===== src/rtl/mux_nx1_scan.sv =====
// Registered N:1 channel multiplexer with a manual select mode and an
// automatic scan mode that holds each channel for DWELL cycles.
module mux_nx1_scan #(
    parameter int CHANNELS = 8,
    parameter int WIDTH    = 1,
    parameter int DWELL    = 1,
    localparam int SEL_W   = $clog2(CHANNELS)
) (
    input  logic                      clk,
    input  logic                      rst_n,
    input  logic [CHANNELS*WIDTH-1:0] i,
    input  logic [SEL_W-1:0]          s,
    input  logic                      mode,
    input  logic                      en,
    output logic [WIDTH-1:0]          y,
    output logic                      y_valid,
    output logic [SEL_W-1:0]          ch,
    output logic                      wrap,
    output logic                      sel_err
);

    localparam int DC_W = (DWELL > 1) ? $clog2(DWELL) : 1;
    localparam logic [DC_W-1:0]  DC_LAST = DC_W'(DWELL - 1);
    localparam logic [SEL_W-1:0] SC_LAST = SEL_W'(CHANNELS - 1);

    typedef enum logic [1:0] {
        ST_IDLE,
        ST_MANUAL,
        ST_SCAN
    } state_e;

    state_e             state_q, state_d;
    logic [WIDTH-1:0]   y_q, y_d;
    logic [SEL_W-1:0]   ch_q, ch_d;
    logic               y_valid_q, y_valid_d;
    logic               wrap_q, wrap_d;
    logic               sel_err_q, sel_err_d;
    logic [SEL_W-1:0]   sc_q, sc_d;
    logic [DC_W-1:0]    dc_q, dc_d;

    logic [SEL_W-1:0]   sc_cur;
    logic [DC_W-1:0]    dc_cur;
    logic [SEL_W-1:0]   mux_sel;
    logic [WIDTH-1:0]   mux_y;
    logic               mux_hit;

    // The state being entered is chosen purely by this cycle's en/mode.
    always_comb begin
        state_d = ST_IDLE;
        if (en) begin
            state_d = mode ? ST_SCAN : ST_MANUAL;
        end
    end

    // Scan progress only survives while we stay in SCAN; any other entry starts fresh.
    assign sc_cur  = (state_q == ST_SCAN) ? sc_q : '0;
    assign dc_cur  = (state_q == ST_SCAN) ? dc_q : '0;
    assign mux_sel = (state_d == ST_SCAN) ? sc_cur : s;

    // An unmatched select (only reachable with non-power-of-2 CHANNELS) yields zero.
    always_comb begin
        mux_y   = '0;
        mux_hit = 1'b0;
        for (int k = 0; k < CHANNELS; k++) begin
            if (mux_sel == SEL_W'(k)) begin
                mux_y   = i[k*WIDTH +: WIDTH];
                mux_hit = 1'b1;
            end
        end
    end

    // NOTE: every always_comb output gets a default first so no path can infer a latch.
    always_comb begin
        y_d       = y_q;
        ch_d      = ch_q;
        y_valid_d = 1'b0;
        wrap_d    = 1'b0;
        sel_err_d = 1'b0;
        sc_d      = '0;
        dc_d      = '0;
        case (state_d)
            ST_MANUAL: begin
                y_d       = mux_y;
                ch_d      = s;
                y_valid_d = 1'b1;
                sel_err_d = ~mux_hit;
            end
            ST_SCAN: begin
                y_d       = mux_y;
                ch_d      = sc_cur;
                y_valid_d = 1'b1;
                if (dc_cur == DC_LAST) begin
                    sc_d   = (sc_cur == SC_LAST) ? '0 : sc_cur + SEL_W'(1);
                    wrap_d = (sc_cur == SC_LAST);
                end else begin
                    sc_d = sc_cur;
                    dc_d = dc_cur + DC_W'(1);
                end
            end
            default: ;
        endcase
    end

    // NOTE: sequential state uses non-blocking assignments so all registers update together.
    always_ff @(posedge clk or negedge rst_n) begin
        if (!rst_n) begin
            state_q   <= ST_IDLE;
            y_q       <= '0;
            ch_q      <= '0;
            y_valid_q <= 1'b0;
            wrap_q    <= 1'b0;
            sel_err_q <= 1'b0;
            sc_q      <= '0;
            dc_q      <= '0;
        end else begin
            state_q   <= state_d;
            y_q       <= y_d;
            ch_q      <= ch_d;
            y_valid_q <= y_valid_d;
            wrap_q    <= wrap_d;
            sel_err_q <= sel_err_d;
            sc_q      <= sc_d;
            dc_q      <= dc_d;
        end
    end

    assign y       = y_q;
    assign ch      = ch_q;
    assign y_valid = y_valid_q;
    assign wrap    = wrap_q;
    assign sel_err = sel_err_q;

endmodule


===== config.mk =====
export PLATFORM = sky130hd
export DESIGN_NAME = mux_nx1_scan
export DESIGN_NICKNAME = d
export VERILOG_FILES = /design/src/rtl/mux_nx1_scan.sv
export SDC_FILE = /design/constraint.sdc
export NUM_CORES = 1
export LEC_CHECK = 0
export ABC_AREA = 1
export CAP_MARGIN = 20
export CORE_MARGIN = 4
export CORE_UTILIZATION = 46
export CTS_CLUSTER_SIZE = 14
export DETAILED_ROUTE_END_ITERATION = 10
export PLACE_DENSITY = 0.86
export RECOVER_POWER = 100
export REMOVE_ABC_BUFFERS = 1
export SLEW_MARGIN = 15
export SYNTH_ARGS = -nofsm -noshare
export SYNTH_HDL_FRONTEND = slang
export SYNTH_SLANG_ARGS = --single-unit
export TNS_END_PERCENT = 30

===== constraint.sdc =====
create_clock -name clk -period 2.19 [get_ports clk]
set_clock_uncertainty 0.15 [all_clocks]
set_input_delay 0.5475 -clock clk [delete_from_list [all_inputs] [get_ports clk]]
set_output_delay 0.5475 -clock clk [all_outputs]
set_load 0.05 [all_outputs]

==> results.tsv <==
stage	metric	value	unit
cts	cts_tree	yes	
die	die_y	44.9	µm
cts	cts_sinks	12	
layout	antennaDiodeCount	0	
cts	cts_root_buffer	clkbuf_4	
global_routing	grt_use_total	0.143	
critical_path	path_delay_family	buffers and inverters	
power	power_density	633	mW/mm²
critical_path	end_kind	output port	
cts	htree_levels	1	
cts	max-clock-path-buffers	2	
critical_path	max_stage_delay	800	ps
global_routing	grt_max_degree	13	
die	core_area	0.00128	mm²
cts	clk_latency	270	ps
die	core.rowCount	13	
cts	postCtsHoldBufs	0	
die	die_x	44.9	µm
hold_path	min_path_type	reg2reg	
power	irDropWorstVdd	0.245	mV
timing	slew_headroom	0.609	
critical_path	path_cells	clkdlybuf4s50_1	
timing	setup_tns	0	ps
global_routing	grt_pass1_wl	1970	µm
detailed_routing	vias_per_cell	4.69	
timing	slew_viol_final	0	
job	drv_cap	0	
global_routing	antenna_found_initial	0	
run_status	status	complete, no violations	
layout	multi_input_area	245	µm²
cts	post-cts-setup-buffers	0	
timing	timing.final.crit_share	0.973	
timing	rsz0062_at_grt	no	
detailed_routing	first_pass_iters	4	
layout	drive_gt1_frac	0.108	
timing	finalCriticalPeriod	2130	ps
timing	setup_viol	0	
yosys	yosysWarnings	0	
critical_path	required	1490	ps
placed_design	hpwlAfterDp	941	µm
placed_design	dp_cells	113	
critical_path	cp.arrival	1430	ps
critical_path	rrSetupSlack	770	ps
yosys	yosysUniqueCellTypes	18	
timing	fmax	469	MHz
timing	timing.hold.ws	339	ps
critical_path	cp_num_buf_inv	1	
detailed_routing	drcViolationCount	0	
layout	fill_cells	105	
layout	nets	120	
yosys	ys_ff_latch	12	
layout	ff_latch_area	300	µm²
yosys	netlist_area	627	µm²
layout	area_delta_synth_final	38.7	%
critical_path	critPathKind	reg2out	
yosys	yosysSeqAreaShare	0.479	
detailed_routing	drt_iter0_drc	10	
global_routing	grt_overflow	0	
yosys	syn_inst	78	
layout	fin_cells	117	
die	die-area	0.00202	mm²
power	total_power	0.551	mW
detailed_routing	wl	1200	µm
cts	cts_buffers	3	
yosys	syn_area_per_cell	8.04	µm²
die	start_util	0.488	
placed_design	place.gp.congestion	0.848	
layout	fin_util	0.677	
detailed_routing	final_antenna_net_count	0	
critical_path	cp_slowest_cell	clkdlybuf4s50_1	
timing	tightest_slew	589	ps
critical_path	crit_path_start_kind	flip-flop	
timing	hold_violations	0	
detailed_routing	vias	549	
global_routing	grt_pass1_vias	481	
critical_path	cp_max_fo	2	
placed_design	io_buffers	21	
cts	cts_resized	0	
die	io_pins	22	
detailed_routing	post_drt_wl_per_cell	10.3	µm
cts	clkSlewWorstSetupHoldPaths	80	ps
power	p_leak	0.459	nW
layout	mostFrequentLayoutCells	18 x nand2_1, 18 x clkdlybuf4s50_1, 14 x inv_1	
-- stage by stage --
stage / setup WS (ps) / area [µm²]
2_1_floorplan: 815 / 623
3_3_place_gp: 192 / 850
3_5_place_dp: 122 / 850
4_1_cts: 54.8 / 886
5_1_grt: 6.19 / 870
6_report: 58.6 / 870
-- state kept, by name, indices dropped and copies added (netlist names) --
register and flops:
sc_q 3, state_q 2, wrap 1, ch 3
sel_err 1, y 1, y_valid 1
-- per-layer routing --
metal / track usage / vias to the layer above / wire length [µm]
li1: - / 285 / -
met1: 0.156 / 235 / 497
met2: 0.223 / 25 / 549
met3: 0.0319 / 4 / 112
met4: 0.140 / 0 / 42
met5: 0 / - / 0
-- Yosys cell counts --
library cell,count,area (µm²)
nand2_1,17,63.8
inv_1,14,52.6
dfrtp_1,12,300
nand3_1,9,45.0
nor2_1,8,30.0
nand2_4,3,33.8
ha_1,2,25.0
nand3b_1,2,15.0
o21ai_0,2,10.0
clkbuf_1,1,3.75
clkinv_4,1,8.76
conb_1,1,3.75
inv_2,1,3.75
nand2_2,1,6.26
nor2_2,1,6.26
nor3_1,1,5.00
o21ai_1,1,5.00
o21ai_2,1,8.76
-- worst min-delay path, cell delays in order, from the launching register on --
cell	delay [ps]
dfrtp_1	340
nand2_1	50
o21ai_0	60
-- layout make-up --
type                       instances  area share
sequential                        12       0.345
tap                               15      0.0216
timing repair buffer              21       0.235
clock buffer                       4      0.0417
inverter                          16      0.0748
multi-input combinational         49       0.282
-- path summary, 6_finish.rpt --
kind	to	depth (start not counted)	from
setup / recovery	y	1	y
hold / removal	ch[2]	2	ch[2]
max in group asynchronous	y_valid	1	rst_n
min in group asynchronous	y	1	rst_n
setup reg to reg	sc_q[1]	7	state_q[1]
hold reg to reg	ch[2]	2	ch[2]
-- cells by family after synthesis --
group / Yosys count / share of synthesized area
AND/OR/NAND/NOR: 42 / 0.327
buffers and inverters: 17 / 0.110
flip-flops: 12 / 0.479
AO/OA/AOI/OAI: 4 / 0.0379
adder cells (fa/ha/maj): 2 / 0.0399
other: 1 / 0.00598
-- power breakdown --
group          total [mW]  internal (mW)  switching [mW]
clock               0.172          0.101          0.0715
combinational       0.137         0.0543          0.0823
sequential          0.242          0.235         0.00640
total               0.551          0.391           0.160
No activity file was read; power rests on OpenSTA's default activity.
